<file path="config.mk">
export PLATFORM = sky130hd
export DESIGN_NAME = rw_job_scheduler
export DESIGN_NICKNAME = d
export VERILOG_FILES = /design/src/rtl/rw_sched_pkg.sv /design/src/rtl/rr_pick.sv /design/src/rtl/rw_job_scheduler.sv
export SDC_FILE = /design/constraint.sdc
export NUM_CORES = 1
export LEC_CHECK = 0
export ABC_AREA = 1
export CAP_MARGIN = 20
export CORE_MARGIN = 2
export CORE_UTILIZATION = 31
export CTS_BUF_LIST = sky130_fd_sc_hd__clkbuf_4 sky130_fd_sc_hd__clkbuf_8
export CTS_CLUSTER_SIZE = 24
export DETAILED_ROUTE_END_ITERATION = 10
export DONT_BUFFER_PORTS = 1
export GPL_TIMING_DRIVEN = 0
export PLACE_DENSITY = 0.54
export SYNTH_ARGS = -nofsm -noshare
export SYNTH_HDL_FRONTEND = slang
export SYNTH_SLANG_ARGS = --single-unit
export TNS_END_PERCENT = 5
</file>
<file path="constraint.sdc">
create_clock -name clk -period 2.6 [get_ports clk]
set_input_delay 0.26 -clock clk [delete_from_list [all_inputs] [get_ports clk]]
set_output_delay 0.26 -clock clk [all_outputs]
set_load 0.1 [all_outputs]
</file>
<file path="src/rtl/rw_sched_pkg.sv">
// Shared types and sizing helpers for the round-robin job scheduler.
//   state_e  : scheduler FSM encoding
//   timer_w  : width of the WAIT/RECOVER cycle timer
//   retry_w  : width of the retry counter (never below 1 bit)
package rw_sched_pkg;

  // ABORT is the single cycle that drives eng_abort; it counts as the
  // first cycle of the recovery window.
  typedef enum logic [2:0] {
    IDLE    = 3'd0,
    LAUNCH  = 3'd1,
    WAIT    = 3'd2,
    RECOVER = 3'd3,
    ABORT   = 3'd4
  } state_e;

  function automatic int timer_w(input int unsigned timeout);
    return (timeout < 2) ? 1 : $clog2(timeout);
  endfunction

  function automatic int retry_w(input int unsigned max_retry);
    return ($clog2(max_retry + 1) < 1) ? 1 : $clog2(max_retry + 1);
  endfunction

endpackage

</file>
<file path="src/rtl/rr_pick.sv">
// Combinational round-robin picker: first set req bit searching upward
// from ptr+1 with wrap.
//   req     : request vector
//   ptr     : index of the last served requester
//   pick_c  : one-hot winner (0 when none)
//   idx_c   : winner index
//   valid_c : any request present
module rr_pick #(
  parameter int unsigned NUM_REQ = 4,
  parameter int unsigned IW      = $clog2(NUM_REQ)
) (
  input  logic [NUM_REQ-1:0] req,
  input  logic [IW-1:0]      ptr,
  output logic [NUM_REQ-1:0] pick_c,
  output logic [IW-1:0]      idx_c,
  output logic               valid_c
);

  always_comb begin
    int unsigned j;
    pick_c  = '0;
    idx_c   = '0;
    valid_c = 1'b0;
    j       = 0;
    for (int unsigned i = 1; i <= NUM_REQ; i++) begin
      j = (32'(ptr) + i) % NUM_REQ;
      if (!valid_c && req[IW'(j)]) begin
        valid_c          = 1'b1;
        idx_c            = IW'(j);
        pick_c[IW'(j)]   = 1'b1;
      end
    end
  end

endmodule

</file>
<file path="src/rtl/rw_job_scheduler.sv">
// Round-robin scheduler for the shared read/process/write engine. Grants one
// requester at a time, launches the engine, aborts on error/timeout and
// relaunches up to MAX_RETRY times.
//   clk, reset          : clock, async active-high reset
//   req                 : level request per requester
//   grant               : one-hot owner of the current job
//   job_done / job_fail : one-cycle completion / give-up pulse on owner's bit
//   eng_start/eng_abort : engine control pulses
//   eng_busy/eng_done/eng_error : engine status
//   busy                : scheduler not idle
//   fault               : sticky, engine stuck busy after abort
module rw_job_scheduler
  import rw_sched_pkg::*;
#(
  parameter int unsigned NUM_REQ   = 4,
  parameter int unsigned TIMEOUT   = 255,
  parameter int unsigned MAX_RETRY = 2
) (
  input  logic               clk,
  input  logic               reset,
  input  logic [NUM_REQ-1:0] req,
  output logic [NUM_REQ-1:0] grant,
  output logic [NUM_REQ-1:0] job_done,
  output logic [NUM_REQ-1:0] job_fail,
  output logic               eng_start,
  output logic               eng_abort,
  input  logic               eng_busy,
  input  logic               eng_done,
  input  logic               eng_error,
  output logic               busy,
  output logic               fault
);

  localparam int unsigned IW = $clog2(NUM_REQ);
  localparam int unsigned TW = timer_w(TIMEOUT);
  localparam int unsigned RW = retry_w(MAX_RETRY);

  state_e               state_q, state_d;
  logic [IW-1:0]        ptr_q, ptr_d;
  logic [IW-1:0]        owner_q, owner_d;
  logic [RW-1:0]        retry_q, retry_d;
  logic [TW-1:0]        timer_q, timer_d;
  logic [NUM_REQ-1:0]   grant_q, grant_d;
  logic [NUM_REQ-1:0]   job_done_q, job_done_d;
  logic [NUM_REQ-1:0]   job_fail_q, job_fail_d;
  logic                 fault_q, fault_d;

  logic [NUM_REQ-1:0]   pick_c;
  logic [IW-1:0]        pick_idx_c;
  logic                 pick_valid_c;
  logic                 tmo_c;

  rr_pick #(.NUM_REQ(NUM_REQ), .IW(IW)) u_pick (
    .req     (req),
    .ptr     (ptr_q),
    .pick_c  (pick_c),
    .idx_c   (pick_idx_c),
    .valid_c (pick_valid_c)
  );

  assign tmo_c = (timer_q == TW'(TIMEOUT - 1));

  // Next-state and registered-output logic. The timer is zeroed on entry to
  // LAUNCH and ABORT so the abort lands exactly TIMEOUT cycles after start.
  always_comb begin
    state_d    = state_q;
    ptr_d      = ptr_q;
    owner_d    = owner_q;
    retry_d    = retry_q;
    timer_d    = timer_q;
    grant_d    = grant_q;
    job_done_d = '0;
    job_fail_d = '0;
    fault_d    = fault_q;
    case (state_q)
      IDLE: begin
        if (pick_valid_c && !fault_q) begin
          owner_d = pick_idx_c;
          grant_d = pick_c;
          retry_d = '0;
          timer_d = '0;
          state_d = LAUNCH;
        end
      end
      LAUNCH: begin
        timer_d = timer_q + TW'(1);
        state_d = WAIT;
      end
      WAIT: begin
        timer_d = timer_q + TW'(1);
        if (eng_done) begin
          job_done_d = grant_q;
          grant_d    = '0;
          ptr_d      = owner_q;
          timer_d    = '0;
          state_d    = IDLE;
        end else if (eng_error || tmo_c) begin
          timer_d = '0;
          state_d = ABORT;
        end
      end
      ABORT: begin
        timer_d = timer_q + TW'(1);
        state_d = RECOVER;
      end
      RECOVER: begin
        timer_d = timer_q + TW'(1);
        if (!eng_busy) begin
          timer_d = '0;
          if (retry_q < RW'(MAX_RETRY)) begin
            retry_d = retry_q + RW'(1);
            state_d = LAUNCH;
          end else begin
            job_fail_d = grant_q;
            grant_d    = '0;
            ptr_d      = owner_q;
            state_d    = IDLE;
          end
        end else if (tmo_c) begin
          fault_d    = 1'b1;
          job_fail_d = grant_q;
          grant_d    = '0;
          timer_d    = '0;
          state_d    = IDLE;
        end
      end
      default: state_d = IDLE;
    endcase
  end

  always_ff @(posedge clk or posedge reset) begin
    if (reset) begin
      state_q    <= IDLE;
      ptr_q      <= IW'(NUM_REQ - 1);
      owner_q    <= '0;
      retry_q    <= '0;
      timer_q    <= '0;
      grant_q    <= '0;
      job_done_q <= '0;
      job_fail_q <= '0;
      fault_q    <= 1'b0;
    end else begin
      state_q    <= state_d;
      ptr_q      <= ptr_d;
      owner_q    <= owner_d;
      retry_q    <= retry_d;
      timer_q    <= timer_d;
      grant_q    <= grant_d;
      job_done_q <= job_done_d;
      job_fail_q <= job_fail_d;
      fault_q    <= fault_d;
    end
  end

  assign grant     = grant_q;
  assign job_done  = job_done_q;
  assign job_fail  = job_fail_q;
  assign fault     = fault_q;
  assign eng_start = (state_q == LAUNCH);
  assign eng_abort = (state_q == ABORT);
  assign busy      = (state_q != IDLE);

endmodule
</file>
Word-level counts from Yosys, hierarchy flattened
Cells that the tools add are included. W data, S select, Z words.

Register bits after elaboration: 30. Bits of input ports: 9. Output and inout bits: 16. Logic and storage cells: 128.

Add/subtract/negate cells: 6. Order comparisons: 9. Equal/unequal tests: 13. Muxes and demuxes: 61. Bitwise logic cells: 3. Reductions and logical operators: 27.

Operator list (count): $mux W4 (15); $mux W8 (5); $pmux W8 S4 (1); $mux W2 (10); $mux W3 (5); $pmux W3 S5 (1); $mux W1 (13); $lt A2 B3 Y1 const B (4); $or A4 B4 Y4 (3); $pmux W4 S3 (1); $ne A2 B2 Y1 const B (5); $ne A3 B3 Y1 const B (3); $add A8 B1 Y8 const B (1); $bmux W1 S2 (4); $demux W1 S2 (4); $eq A8 B8 Y1 const B (1); $ge A2 B1 Y1 const B (4); $logic_and A1 B1 Y1 (8); $pmux W2 S2 (2); $reduce_and A4 Y1 (2); $add A2 B1 Y2 const B (3); $eq A3 B2 Y1 const B (2); $reduce_and A3 Y1 (2); $reduce_bool A3 Y1 (2); other kinds (12) (18).

Depth between registers and ports, before layout
Gate-level depths: netlist of the first run.

Depth in word-level cells: 16. Gate-level depth with buffers: 10. Mapped depth without buffers: 10.

Hierarchy
Synthesis of the first run repeated with hierarchy kept, for this count alone.

Cell total of the unflattened synthesis: 275. Area, all modules: 2108.3 sq um.

By module, submodules not included: rw_job_scheduler (instances 1, cells an instance 201, area an instance 1650.3 sq um, sequential area each 753.2 sq um); rr_pick (instances 1, cells an instance 74, area an instance 457.9 sq um, sequential area each 0.0 sq um).

Least setup slack after synthesis of the first run
Ideal clock, no wire load.

Kind: flip-flop to flip-flop. Start point: register state_q[0]. End point: register grant_q[0], in the netlist grant[0]. Library setup time: 0.120 ns. Data arrival time: 1.869 ns. Data required time: 2.480 ns. Slack: 0.611 ns. Stages on the path, launching flop included: 9. Buffers on the path: 0. Period minus slack after synthesis: 1.989 ns. Path through: dfrtp_1 nor2_1 nand2_1 inv_1 o211ai_1 nor2_1 nand2_1 nand2_1 nand2_1.

Longest elaborated chain between the ends: 3. Elaborated cells on any way between the ends: 10. Those cells by class: eq/ne: 6; mux: 1; reduce/logical: 3.

RTL lines: start: declaration (RTL line rw_job_scheduler.sv:38) `state_e state_q, state_d;`; start signal: assignment (RTL line rw_job_scheduler.sv:143) `state_q <= state_d;`; $eq A3 B2 Y1 / $logic_not A3 Y1 (equally long branches) (RTL line rw_job_scheduler.sv:75) `case (state_q)`; $ne A3 B3 Y1 (no line) (tied with other cells); $reduce_and A5 Y1 (no line); end signal: assignment (RTL line rw_job_scheduler.sv:148) `grant_q <= grant_d;`; end: declaration (RTL line rw_job_scheduler.sv:43) `logic [NUM_REQ-1:0] grant_q, grant_d;`.

Parallel ways exist; a longest one is shown, timed or not. A chain may end at the register's enable or synchronous reset.

Worst setup path in the final report of the first run
Start point: register ptr_q[0]. End point: register grant_q[2], in the netlist grant[2].

Longest elaborated chain between the ends: 16. Elaborated cells on any way between the ends: 54. Those cells by class: add/sub: 4; order compare: 8; eq/ne: 1; mux: 26; bitwise: 3; reduce/logical: 12.

RTL lines: start: declaration (RTL line rw_job_scheduler.sv:39) `logic [IW-1:0] ptr_q, ptr_d;`; start signal: assignment (RTL line rw_job_scheduler.sv:134) `ptr_q <= IW'(NUM_REQ - 1);`; start signal: assignment (RTL line rw_job_scheduler.sv:144) `ptr_q <= ptr_d;`; branches (longest 16 deep; another with $lt A2 B3 Y1).

Parallel ways; which one is timed is not known. The select of a mux whose other input is x is not followed.

==> results.ini, run 1 <==
[worst_hold_path]
hold_class=in -> reg

[die]
die_area_mm2=0.00682
fp.dieH_um=82.6
core_area_mm2=0.00596
rows=28
start_util=0.321
boundaryPins=25
fp.dieW_um=82.6

[cells_and_area]
area_delta_synth_final_pct=14.3
final_area_mm2=0.00219
multiInputGateArea_mm2=0.00102
seqCellArea_um2=753
final_util=0.367
fillers=627
fin_cells=347
drive_gt1_frac=0.0919
final_cell_mix=nand2_1, inv_1, dfrtp_1
diodes=0
final_common_cell=nand2_1
num-nets-final=290

[route]
drt-wirelength-per-cell_um=12.1
drc_errors=0
wirelength_mm=4.18
dr.pass1.iters=4
vias_per_cell=4.68
postRouteAntennaNets=0
drt_first_iter_violations=77
vias=1623

[yosys]
yosys_register_bits=30
synthFlopType=dfrtp_1
synth.largest_area_cell=dfrtp_1
syn_avg_cell_area_um2=7.30
synth-async-reset-ratio=1.00
postSynthCellCount=262
synth_top_area_share=0.366
syn_nets=281
synth_warnings=0
syn-cell-area_mm2=0.00191
yosysSeqAreaShare=0.394
synth_area_leaders=dfrtp_1, nand2_1, inv_1
synth_edf_count=0
synthDistinctLibCells=26

[power]
peakVddDrop_mv=0.464
p_total_mw=2.47
power_density_mw_per_mm2=1130
p_leak_nw=1.16

[global_routing]
grt_first_pass_wirelength_mm=6.98
grt_antenna_before_repair=0
grt_max_degree=17
grt_pass1_vias=1510
grt-ovfl-total=0
track_usage=0.136

[critical_path]
cp-end-kind=register
path_max_fanout=12
critPathRequiredTime_ns=2.82
crit_type=reg -> reg
critPathLaunchType=register
arrival_ns=2.41

[status]
status=finished, final reports clean

[clocking]
cts.clk_slew.worst_paths_ns=0.07
h-tree-depth=2
cts_inserted_buffers=5
cts-root-buf=clkbuf_8
clock_latency_ns=0.28
numClockSinks=30
cts_setup_buffers=0
clockBufferDepth=2
cts_tree=done

[sta]
max_freq_mhz=457
drv_slew=0
fin_ws_ns=0.411
skew_ns=0.00949
finalHoldViolations=0
worst_slew_pin_slew_ns=1.04
relSlewSlack=0.306
period_minus_slack_ns=2.19
post-route-period-util=0.842
setup_viol=0
hold_ws_ns=0.155
fin_tns_setup_ns=0
rsz0062_at_grt=false

[placement]
dp_hpwl_mm=3.18
pre_cts_ws_ns=0.377
gp_congestion=0.746
dpl_cell_area_mm2=0.00203
port_buffers=0
placed_cells=338

[run]
drv_cap=0

[routing by layer]
layer	GRT usage	share of wire	vias up
li1	-	-	851
met1	0.170	0.49	735
met2	0.219	0.45	32
met3	0.0457	0.053	5
met4	0.0443	0.013	0
met5	0	0	-
[path summary, 6_finish.rpt]
path	startpoint	end	slack, ns	depth (start not counted)
min reg2reg	owner_q[1]$_DFFE_PP0P_	owner_q[1]$_DFFE_PP0P_	0.48	2
min	eng_busy	retry_q[1]$_DFFE_PP0P_	0.16	3
max	ptr_q[0]$_DFFE_PP1P_	grant[2]$_DFFE_PP0P_	0.41	10
max in group asynchronous	reset	ptr_q[0]$_DFFE_PP1P_	1.50	3
max reg2reg	ptr_q[0]$_DFFE_PP1P_	grant[2]$_DFFE_PP0P_	0.41	10
min in group asynchronous	reset	fault$_DFFE_PP0P_	0.51	2
[power by group]
group	switching [mW]	internal, mW
sequential	0.0888	0.543
clock	0.186	0.409
combinational	0.906	0.337
[critical path, stage by stage, from the launching register on]
cell     delay (ns)
dfstp_2        0.66
inv_2          0.16
ha_1           0.35
inv_1          0.08
nand2_1        0.17
nand2_1        0.09
nor2_1         0.27
a21oi_1        0.12
nand3_1        0.08
nand2_1        0.06
nand2_1        0.07
[state kept, by name, summed over array words and instances, names as in the netlist]
register / cells
state_q: 3
grant: 4
timer_q: 8
fault: 1
retry_q: 2
job_fail: 4
ptr_q: 2
owner_q: 2
job_done: 4
[cells by family (layout without fill, tap and decap cells)]
| logic type | Yosys count | in the layout | synth area share |
|---|---|---|---|
| and+or+nand+nor | 161 | 161 | 0.383 |
| DFF | 30 | 30 | 0.394 |
| xor gates and xnor gates | 3 | 3 | 0.0137 |
| adders and majority gates | 10 | 10 | 0.0654 |
| AOI/OAI and AO/OA | 21 | 21 | 0.0713 |
| buffers and inverters | 37 | 47 | 0.0732 |
[Yosys cell counts, types with 5 or more instances]
library cell  count
o21ai_0           5
inv_1            35
ha_1             10
nand2_1          86
nor2_1           23
nand4_1           9
dfrtp_1          28
a21oi_1           7
nand3_1          26
[final cells by class]
cell class,count,share of cell area
clock buffer,6,0.0378
sequential,30,0.344
buffer,1,0.00229
tap,75,0.0429
clock inverter,2,0.0275
inverter,36,0.0618
multi-input combinational,195,0.466
timing repair buffer,2,0.0172
[what timing repair did]
item,CTS,global route
hold buffers,1,0
gates resized for setup,0,0
endpoints found under the hold margin,15,0
Power figures use the tool's default switching activity.
==> run 2, diff against run 1 <==
- PLACE_DENSITY: 0.54 -> 0.55
- clock period: 2.6 -> 2 ns (I/O delays scaled with it)
==> run 2 against run 1 <==
Flip-flop and latch count did not move. Routed wire length is 2.7% higher. Critical path depth unchanged. Largest cell class unchanged. Highest routed layer unchanged.
==> results.ini, run 2 (synthesized netlist as in run 1, its figures left out) <==
[cells_and_area]
drive_gt1_frac=0.135  ; +0.0426
area_delta_synth_final_pct=18.1
largest_reg_flops=8  ; unchanged
final_util=0.379  ; +0.0122
diodes=0  ; unchanged
num-nets-final=293  ; +1.0%
final_cell_mix=nand2_1, inv_1, dfrtp_1
final_common_cell=nand2_1
regMostFlops=timer_q
final_area_mm2=0.00226  ; +3.3%

[route]
vias=1694  ; +4.4%
drt_first_iter_violations=72  ; -6.5%
vias_per_cell=4.84  ; +3.5%
dr.pass1.iters=4  ; unchanged
wirelength_mm=4.30  ; +2.7%
drc_errors=0  ; unchanged
drt-wirelength-per-cell_um=12.3  ; +1.8%
postRouteAntennaNets=0  ; unchanged

[global_routing]
grt_max_degree=23  ; +6
grt-ovfl-total=0  ; unchanged
grt_first_pass_wirelength_mm=7.19  ; +3.1%
track_usage=0.135  ; -0.000590
grt_pass1_vias=1590  ; +5.3%
grt_antenna_before_repair=0  ; unchanged

[critical_path]
crit_type=reg -> reg
arrival_ns=2.03  ; -0.38 ns
path_max_fanout=9  ; -3
critPathLaunchType=register
cp-end-kind=register
critPathRequiredTime_ns=2.17  ; -0.65 ns

[sta]
relSlewSlack=0.370  ; +0.0644
rsz0062_at_grt=true
finalHoldViolations=0  ; unchanged
worst_slew_pin_slew_ns=0.945  ; -0.0941 ns
drv_slew=0  ; unchanged
post-route-period-util=0.926  ; +0.0844
max_freq_mhz=540  ; +18%
setup_viol=0  ; unchanged
skew_ns=0.00726  ; -0.00223 ns
period_minus_slack_ns=1.85  ; -0.336 ns

[power]
p_leak_nw=1.16  ; +0.37%
power_density_mw_per_mm2=1510  ; +33%
peakVddDrop_mv=0.562  ; +21%
p_total_mw=3.41  ; +38%

[clocking]
numClockSinks=30  ; unchanged
h-tree-depth=2  ; unchanged
cts-root-buf=clkbuf_8
cts.clk_slew.worst_paths_ns=0.07  ; about the same
cts_inserted_buffers=5  ; unchanged
clockBufferDepth=2  ; unchanged
cts_tree=done
clock_latency_ns=0.28  ; about the same

[run]
drv_cap=0  ; unchanged

[die]
fp.dieH_um=82.6  ; unchanged
core_area_mm2=0.00596  ; unchanged
boundaryPins=25  ; unchanged
die_area_mm2=0.00682  ; unchanged
start_util=0.321  ; unchanged
rows=28  ; unchanged
fp.dieW_um=82.6  ; unchanged

[placement]
dp_hpwl_mm=3.19  ; +0.22%
gp_congestion=0.844  ; +13%
dpl_cell_area_mm2=0.00203  ; unchanged
port_buffers=0  ; unchanged

[status]
status=finished, final reports clean

[worst_hold_path]
hold_class=in -> reg

-- run 2: per-stage QoR --
stage,setup WS (ns),setup TNS (ns),hold WS (ns),cells
after floorplan,0.0109,0,0.289,262
after global placement,-0.178,-0.930,0.396,337
after detailed placement,-0.219,-1.36,0.118,338
after CTS,0.0855,0,0.0994,350
after global routing,-0.00142,-0.00142,0.117,350
final,0.147,0,0.105,350
-- run 2: layout make-up --
type	instances	area, um^2
multi-input cells	195	1060
flip-flops and latches	30	753
plain buffers	1	5.00
clock buffers	6	82.6
fillers	613	3700
well taps	75	93.8
inverters	36	143
repair buffers	5	60.1
clock inverters	2	60.1
-- run 2: per-layer routing --
metal / track usage / routed length (um) / vias up
li1: - / - / 862
met1: 0.173 / 2040 / 792
met2: 0.225 / 1970 / 33
met3: 0.0326 / 227 / 7
met4: 0.0410 / 58 / 0
met5: 0 / 0 / -
-- run 2: path summary, 6_finish.rpt --
check,startpoint,to,slack [ns],cells after the start
max,ptr_q[1]$_DFFE_PP1P_,owner_q[0]$_DFFE_PP0P_,0.15,10
min,eng_busy,retry_q[1]$_DFFE_PP0P_,0.11,3
max reg2reg,ptr_q[1]$_DFFE_PP1P_,owner_q[0]$_DFFE_PP0P_,0.15,10
min reg2reg,owner_q[1]$_DFFE_PP0P_,owner_q[1]$_DFFE_PP0P_,0.47,2
max in group asynchronous,reset,ptr_q[0]$_DFFE_PP1P_,1.11,3
min in group asynchronous,reset,timer_q[3]$_DFFE_PP0P_,0.37,2
-- run 2: where the power goes --
| group | switching, mW | internal (mW) | leakage [nW] |
|---|---|---|---|
| clock | 0.231 | 0.531 | 0.0714 |
| sequential | 0.0769 | 0.705 | 0.402 |
| combinational | 1.32 | 0.540 | 0.687 |
-- run 2: what timing repair did --
action                                  4_1_cts  5_1_grt
endpoints found under the hold margin         8        0
hold buffers                                  1        0
endpoints found under the setup margin       14        6
gates resized for setup                       3        9
setup buffers                                 3        0
-- run 2: worst max-delay path: stages, from the launching register on --
cell and delay [ns]:
dfstp_2 0.56, clkinvlp_4 0.12, buf_4 0.18, nand3_1 0.13
nand2_4 0.12, nand2_2 0.10, o21ai_4 0.06, nor2_2 0.26
inv_1 0.10, nand2_1 0.07, nand2_1 0.05
